File: src/rtl/cmu_uncached.sv
// cmu_uncached: CMU request responder for builds without a data cache.
// Every read or write turns into one single-beat Wishbone-style bus access.
// Byte-lane selection and sign or zero extension of read data happen here.
// Optional build macro: CMU_BUS_TIMEOUT_EN adds a bus-ack timeout that
// returns zero data, pulses bus_err and completes the request.
// Handshake: the requester holds en_r/en_w until it sees stall low. stall is
// high in the request cycle and for every bus cycle. The first cycle with
// stall low carries the completed result. While lock is high the result is
// held and the request is not issued again.
module cmu_uncached #(
   parameter int ADDR_BITS = 32,
   parameter int TIMEOUT   = 255
) (
   input  logic                 clk,
   input  logic                 rst,
   input  logic                 en_cache,
   input  logic [ADDR_BITS-1:0] addr_rw,
   input  logic [1:0]           addr_type,
   input  logic                 sign_ext,
   input  logic                 en_r,
   output logic [31:0]          data_r,
   input  logic                 en_w,
   input  logic [31:0]          data_w,
   input  logic                 en_f,
   input  logic                 lock,
   output logic                 stall,
   output logic                 wb_cyc,
   output logic                 wb_stb,
   output logic [ADDR_BITS-3:0] wb_addr,
   output logic [3:0]           wb_sel,
   output logic                 wb_we,
   output logic [31:0]          wb_dout,
   input  logic [31:0]          wb_din,
   input  logic                 wb_ack,
   output logic                 bus_err,
   output logic [1:0]           state_dbg
);

   typedef enum logic [1:0] {
      S_IDLE = 2'd0,
      S_BUS  = 2'd1,
      S_DONE = 2'd2
   } state_t;

   state_t      state, state_nxt;
   logic        req;
   logic        tmo_hit;
   logic [1:0]  lat_off;
   logic [1:0]  lat_type;
   logic        lat_sext;
   logic [3:0]  sel_c;
   logic [31:0] dout_c;
   logic [15:0] rd_half;
   logic [7:0]  rd_byte;
   logic [31:0] rd_fmt;

   assign req = en_r | en_w;

   // Byte enables and replicated write data for the incoming request
   always_comb begin
      sel_c  = 4'b1111;
      dout_c = data_w;
      case (addr_type)
         2'd1: begin
            sel_c  = addr_rw[1] ? 4'b1100 : 4'b0011;
            dout_c = {2{data_w[15:0]}};
         end
         2'd2: begin
            sel_c  = 4'b0001 << addr_rw[1:0];
            dout_c = {4{data_w[7:0]}};
         end
         default: begin
            sel_c  = 4'b1111;
            dout_c = data_w;
         end
      endcase
   end

   // Lane pick and extension of bus read data using the latched request
   assign rd_half = lat_off[1] ? wb_din[31:16] : wb_din[15:0];
   assign rd_byte = wb_din[{lat_off, 3'b000} +: 8];

   always_comb begin
      rd_fmt = wb_din;
      case (lat_type)
         2'd1:    rd_fmt = {{16{lat_sext & rd_half[15]}}, rd_half};
         2'd2:    rd_fmt = {{24{lat_sext & rd_byte[7]}}, rd_byte};
         default: rd_fmt = wb_din;
      endcase
   end

`ifdef CMU_BUS_TIMEOUT_EN
   logic [7:0] tmo_cnt;

   assign tmo_hit = (tmo_cnt == 8'(TIMEOUT - 1));

   // Count bus cycles without ack; bus_err is a one-cycle pulse on expiry
   always_ff @(posedge clk) begin
      if (!rst) begin
         tmo_cnt <= '0;
         bus_err <= 1'b0;
      end else begin
         bus_err <= (state == S_BUS) && !wb_ack && tmo_hit;
         if (state == S_BUS) tmo_cnt <= tmo_cnt + 8'd1;
         else                tmo_cnt <= '0;
      end
   end

   logic unused_inputs;
   assign unused_inputs = ^{en_cache, en_f};
`else
   assign tmo_hit = 1'b0;
   assign bus_err = 1'b0;

   logic unused_inputs;
   assign unused_inputs = ^{en_cache, en_f, 8'(TIMEOUT)};
`endif

   // State register
   always_ff @(posedge clk) begin
      if (!rst) state <= S_IDLE;
      else      state <= state_nxt;
   end

   // Next-state logic; ack wins over a timeout in the same cycle
   always_comb begin
      state_nxt = state;
      case (state)
         S_IDLE:  if (req) state_nxt = S_BUS;
         S_BUS:   if (wb_ack || tmo_hit) state_nxt = S_DONE;
         S_DONE:  if (!(lock && req)) state_nxt = S_IDLE;
         default: state_nxt = S_IDLE;
      endcase
   end

   // Stall output; forced low while reset is asserted
   always_comb begin
      stall = 1'b0;
      case (state)
         S_IDLE:  stall = req;
         S_BUS:   stall = 1'b1;
         default: stall = 1'b0;
      endcase
      if (!rst) stall = 1'b0;
   end

   assign state_dbg = state;

   // Bus outputs, latched request fields and read data register
   always_ff @(posedge clk) begin
      if (!rst) begin
         wb_cyc   <= 1'b0;
         wb_stb   <= 1'b0;
         wb_we    <= 1'b0;
         wb_sel   <= '0;
         wb_addr  <= '0;
         wb_dout  <= '0;
         data_r   <= '0;
         lat_off  <= '0;
         lat_type <= '0;
         lat_sext <= 1'b0;
      end else begin
         case (state)
            S_IDLE: begin
               if (req) begin
                  wb_cyc   <= 1'b1;
                  wb_stb   <= 1'b1;
                  wb_we    <= en_w;
                  wb_sel   <= sel_c;
                  wb_addr  <= addr_rw[ADDR_BITS-1:2];
                  wb_dout  <= dout_c;
                  lat_off  <= addr_rw[1:0];
                  lat_type <= addr_type;
                  lat_sext <= sign_ext;
               end
            end
            S_BUS: begin
               if (wb_ack) begin
                  wb_cyc <= 1'b0;
                  wb_stb <= 1'b0;
                  wb_we  <= 1'b0;
                  if (!wb_we) data_r <= rd_fmt;
               end else if (tmo_hit) begin
                  wb_cyc <= 1'b0;
                  wb_stb <= 1'b0;
                  wb_we  <= 1'b0;
                  data_r <= '0;
               end
            end
            default: ;
         endcase
      end
   end

endmodule

File: config.mk
export PLATFORM = sky130hd
export DESIGN_NAME = cmu_uncached
export DESIGN_NICKNAME = d
export VERILOG_FILES = /design/src/rtl/cmu_uncached.sv
export SDC_FILE = /design/constraint.sdc
export NUM_CORES = 1
export LEC_CHECK = 0
export BUFFER_PORTS_ARGS = -buffer_cell sky130_fd_sc_hd__buf_4
export CORE_UTILIZATION = 44
export DETAILED_ROUTE_END_ITERATION = 6
export GPL_ROUTABILITY_DRIVEN = 1
export PLACE_DENSITY = 0.81
export SLEW_MARGIN = 30
export SYNTH_ARGS = -nofsm -noshare
export SYNTH_HDL_FRONTEND = slang
export SYNTH_SLANG_ARGS = --single-unit
File: constraint.sdc
create_clock -name clk -period 1.5 [get_ports clk]
set_input_delay 0.15 -clock clk [delete_from_list [all_inputs] [get_ports clk]]
set_output_delay 0.15 -clock clk [all_outputs]
set_load 0.02 [all_outputs]
# Word level (Yosys, flattened, before mapping)

Cells that the tools add are included.

Logic and storage cells: 48
Input bits: 107
Bits in registers: 107
Output and inout port bits: 105

Multiplexer cells: 16
Equality and inequality tests: 9
Bitwise logic cells: 4
Shifts and indexed selects: 2
Reduce and logical (&&, ||, !) cells: 7

Operator list:

| kind                                            | count |
|---|---|
| case mux 32 bit (2 select lines)                | 2 |
| indexed part select 32 x 6 -> 8 bit             | 1 |
| 2-to-1 mux 16 bit                               | 1 |
| AND reduction 3 bit                             | 3 |
| case mux 4 bit (2 select lines)                 | 1 |
| == test 2 x 1 -> 1 bit, second input constant   | 3 |
| == test 2 bit, second input constant            | 3 |
| 2-to-1 mux 2 bit                                | 3 |
| != test 2 bit, second input constant            | 3 |
| case mux 1 bit (2 select lines)                 | 3 |
| case mux 2 bit (3 select lines)                 | 1 |
| 2-to-1 mux 1 bit                                | 4 |
| 2-to-1 mux 4 bit                                | 1 |
| left shift 1 x 2 -> 4 bit, first input constant | 1 |
| bitwise AND 1 bit                               | 2 |
| zero test 2 bit                                 | 1 |
| AND reduction 2 bit                             | 1 |
| nonzero test 2 bit                              | 1 |
| logical AND 1 bit                               | 1 |
| NOT 1 bit                                       | 1 |
| OR 1 bit                                        | 1 |

# Depth between registers and ports, before layout

Depth after elaboration: 4
Depth in mapped cells: 7
Depth with buffers taken out: 5

# Worst setup path before layout

No wires, ideal clock.

Path type: flip-flop to flip-flop
Start point: reg lat_type[0]
End point: reg data_r[0]
Setup time: 126 ps
Path buffers: 2
Slack: -158 ps
Data required time: 1374 ps
Arrival: 1531 ps
Clock period less this slack: 1658 ps
Cell stages (with the launch flop): 8
Cell sequence: dfxtp_1 > inv_1 > ha_1 > clkbuf_1 > or2_2 > clkbuf_1 > o211ai_1 > a31oi_1

Longest elaborated chain between the ends: 2
Elaborated cells between the ends (all ways): 3
Those cells by class: eq/ne: 2; mux: 1

RTL lines:

| item                                                           | RTL line | RTL |
|---|---|---|
| start, declared                                                | 49       | `logic [1:0] lat_type;` |
| start signal, assigned                                         | 173      | `lat_type <= addr_type;` |
| == test 2 bit / == test 2 x 1 -> 1 bit (equally long branches) | 85       | `case (lat_type)` |
| case mux 32 bit (2 select lines) (*)                           | 85       |  |
| end signal, assigned                                           | 182      | `if (!wb_we) data_r <= rd_fmt;` |
| end, declared                                                  | 21       | `output logic [31:0] data_r,` |

Every way passes the cells marked *; elsewhere a longest branch is shown, timed or not.
A chain may end at the register's enable or synchronous reset.

# Worst setup path in the final report

Start point: reg lat_off[0]
End point: reg data_r[14]

Longest elaborated chain between the ends: 3

RTL lines:

| item                                | RTL line | RTL |
|---|---|---|
| start, declared                     | 48       | `logic [1:0] lat_off;` |
| start signal, assigned              | 172      | `lat_off <= addr_rw[1:0];` |
| indexed part select 32 x 6 -> 8 bit | 81       | `assign rd_byte = wb_din[{lat_off, 3'b000} +: 8];` |
| bitwise AND 1 bit                   | 87       | `2'd2: rd_fmt = {{24{lat_sext & rd_byte[7]}}, rd_byte};` |
| case mux 32 bit (2 select lines)    | 85       |  |

Every way passes these cells.

==> implementation parameters <==
Parameter                              Value

Global routing
  Initial antenna violation count ... 0
  Pin count of the biggest net entering global routing ... 45
  Vias in the first global route ... 5163
  Total grt overflow ... 0
  First-pass GRT wire length ... 25300 um
  Total Routing Usage GR ... 0.268

Worst setup path
  Biggest cell delay along the critical path ... 0.55 ns
  CP Launch Type ... register
  Data arrival time of the critical path ... 1.79 ns
  Worst Setup SP ... lat_off[0]$_SDFFE_PN0P_
  Biggest fanout along the worst timing path ... 8
  FF-to-FF Start ... lat_off[0]$_SDFFE_PN0P_
  Critical path capture point type ... register
  Category of the critical setup timing path ... reg -> reg
  Logic depth of the worst register-to-register path ... 4
  Cell-by-cell trace of the critical path ... mux4_2 > a311oi_4 > buf_6 > a2111oi_1
  Flop2flop setup slack ... -0.07 ns
  CP max stage cell ... sky130_fd_sc_hd__mux4_2
  CP Data Required Time ... 1.72 ns

Pwr
  Power share of the clock group ... 0.319
  Combinational cell fraction of total power ... 0.279
  Internal Pwr Total ... 5.60 mW
  Final total power ... 8.09 mW
  Switching pwr ... 2.49 mW
  Register share of total power ... 0.403
  VDD IR max ... 0.625 mV
  Power per cell area ... 1090 nW/um^2
  Leakage power of the design ... 3.12 nW
  Switching share of total power ... 0.308

STA
  Worst slew pin tran ... 0.631 ns
  Max Fclk ... 636 MHz
  # setup viols final ... 10
  Final Critical Period ... 1.57 ns
  RSZ-0062 raised after global routing ... true
  Worst slew margin ... 0.579
  Number of max-slew violations in the final report ... 0
  Hold violation count in the final report ... 0
  Maximum clock skew at final layout ... 0.00538 ns
  Period utilization ... 1.05
  Minimum hold slack ... 0.0441 ns
  Smallest setup slack after layout ... -0.0720 ns

Placement
  Final weighted congestion in routability-driven placement ... 0.851
  Placed wire-length estimate ... 11900 um
  Cell count after placement ... 907
  Count of port buffers added during placement ... 208

Final layout
  Fraction of layout cells with a size suffix above 1 ... 0.403
  Synth-to-layout area growth ... 44.9%
  Number of nets in the final layout ... 888
  Non-filler instance count after layout ... 925
  Inserted Diodes ... 0

Synth
  Synth top area share ... 0.419
  Mapped Cells ... 594
  Synth Net Count ... 705
  Total of flip-flops plus latches after synthesis ... 107
  Mean instance size in the synthesized netlist ... 8.61 sq um
  Total standard cell area after synthesis ... 5120 sq um
  Share of flip-flops with an asynchronous set or reset after synthesis ... 0
  Leading cell type by number of instances after synthesis ... sky130_fd_sc_hd__dfxtp_1
  Synth cell types ... 41
  Most used flip-flop cell after synthesis ... sky130_fd_sc_hd__dfxtp_1
  Commonest cells in the netlist ... sky130_fd_sc_hd__dfxtp_1, sky130_fd_sc_hd__o21ai_0, sky130_fd_sc_hd__a21oi_1
  Largest cells by area after synthesis ... sky130_fd_sc_hd__dfxtp_1, sky130_fd_sc_hd__o21ai_0, sky130_fd_sc_hd__a21oi_1
  Cell accounting for the most synthesized area ... sky130_fd_sc_hd__dfxtp_1
  Post-synth EDFFs ... 0
  Synthesis Warnings ... 0
  Sequential element share of the synthesized area ... 0.419

Flow run
  Number of max-capacitance violations reported ... 0

Clock network
  Clock sinks ... 107
  Hold Buf Count CTS ... 0
  Clk_lat worst skew ... 0.34 ns
  Clock H-tree levels ... 3
  CTS root buffer ... sky130_fd_sc_hd__clkbuf_16
  Clock-pin slew on the worst setup and hold paths ... 0.07 ns
  TritonCTS clock tree ... done
  Maximum clock path buffer count ... 2
  Number of buffers created by CTS ... 9

Floorplan
  Die width ... 110 um
  Number of standard-cell rows in the floorplan ... 39
  Number of top-level design ports ... 212
  Die area ... 12100 sq um
  Die Y ... 110 um
  Core Area ... 11400 sq um
  Initial Util ... 0.450

Worst hold path
  Hold Path Class ... in -> reg
  Hold Path Origin ... wb_ack
  Hold depth ... 2

Detailed routing
  DRC violation total after the first TritonRoute iteration ... 433
  DR WL/cell ... 18.0 um
  Average via count per standard cell ... 6.04
  Final ANT Viol Nets ... 0
  DRC Markers ... 0
  Vias post-DR ... 5583
  Wirelength, routed ... 16600 um
  1st-pass router iterations ... 5

Outcome
  Failing checks ... negative setup slack
  Status ... finished with violations
-- per-stage QoR --
step / util / setup TNS [ns] / cell area, sq um / worst slack [ns]
2_1_floorplan: - / -0.0575 / 5200 / -0.00590
3_3_place_gp: 0.615 / -0.571 / 6990 / -0.0816
3_5_place_dp: 0.615 / -1.25 / 6990 / -0.132
4_1_cts: 0.646 / -0.532 / 7340 / -0.0725
5_1_grt: 0.652 / -1.60 / 7410 / -0.132
6_report: 0.652 / -0.549 / 7410 / -0.0720
-- repair_timing --
action,4_1_cts,5_1_grt
setup buffers,1,0
pin swaps,1,2
endpoints found under the setup margin,9,47
resized for setup,10,16
gates cloned,0,1
-- flip-flops by register name (all words and copies together) (netlist names) --
register and count:
lat_off 2, wb_we 1, data_r 32, lat_type 2, wb_stb 1, wb_sel 4, lat_sext 1, wb_addr 30
state_dbg 2, wb_dout 32
-- final cells by class --
cell class / instances / area (sq um)
clock buffers: 9 / 225
clock inverters: 7 / 101
fillers: 919 / 3960
inverters: 9 / 36.3
multi-input cells: 403 / 2740
flip-flops and latches: 107 / 2150
well taps: 143 / 179
repair buffers: 247 / 1980
-- critical path: cells and delay by family, from the launching register on --
kind                   cells  cell delay [ns]
AO/OA/AOI/OAI              2             0.37
multiplexers               1             0.55
buffers and inverters      1             0.17
flip-flops                 1             0.34
-- power by group through the flow --
stage	Clock (mW)	Combinational [mW]	Sequential, mW
after detailed placement	0	2.19	3.32
after global placement	0	2.14	3.30
after CTS	2.62	2.21	3.26
after floorplan	0	0.938	3.59
after global routing	2.74	2.42	3.29
final	2.58	2.25	3.26
-- logic make-up (layout without fill, tap and decap cells) --
kind of cell / count (synthesis) / count (layout) / share of synthesized area
other: 1 / 1 / 0.000733
adder cells (fa/ha/maj): 4 / 4 / 0.00978
AND/OR/NAND/NOR: 113 / 113 / 0.119
AO/OA/AOI/OAI: 275 / 275 / 0.361
buffers and inverters: 84 / 272 / 0.0660
multiplexers: 10 / 10 / 0.0242
flip-flops: 107 / 107 / 0.419
-- routing by layer --
layer | track usage | up-vias | part of all wire
met4 | 0.117 | 0 | 0.029
met5 | 0 | - | 0
met2 | 0.452 | 264 | 0.49
met3 | 0.0533 | 38 | 0.077
li1 | - | 2625 | -
met1 | 0.329 | 2656 | 0.40
-- path summary, 6_finish.rpt --
path / end
setup / recovery: data_r[14]$_SDFFE_PN0P_
hold / removal: state_dbg[0]$_SDFFE_PN0P_
hold reg to reg: wb_addr[21]$_SDFFE_PN0P_
setup reg to reg: data_r[14]$_SDFFE_PN0P_
-- placed cells by master, fill, tap and decap left out, types with 5 or more instances in the layout --
cell type	count
sky130_fd_sc_hd__a211oi_1	33
sky130_fd_sc_hd__nor2b_1	7
sky130_fd_sc_hd__dfxtp_1	102
sky130_fd_sc_hd__nand3_1	43
sky130_fd_sc_hd__inv_1	6
sky130_fd_sc_hd__nand2_1	17
sky130_fd_sc_hd__buf_12	9
sky130_fd_sc_hd__mux2_2	8
sky130_fd_sc_hd__o2111ai_1	9
sky130_fd_sc_hd__clkbuf_16	9
sky130_fd_sc_hd__nor2_1	9
sky130_fd_sc_hd__a31oi_1	7
sky130_fd_sc_hd__o211a_1	8
sky130_fd_sc_hd__o221a_2	16
sky130_fd_sc_hd__a221oi_1	15
sky130_fd_sc_hd__a22oi_1	8
sky130_fd_sc_hd__o21ai_0	79
sky130_fd_sc_hd__o211ai_1	22
sky130_fd_sc_hd__nor3b_1	10
sky130_fd_sc_hd__a21oi_1	55
sky130_fd_sc_hd__buf_4	234
sky130_fd_sc_hd__and2_1	16
sky130_fd_sc_hd__a2111oi_1	8
sky130_fd_sc_hd__dfxtp_2	5
(Power assumes the default switching activity.)
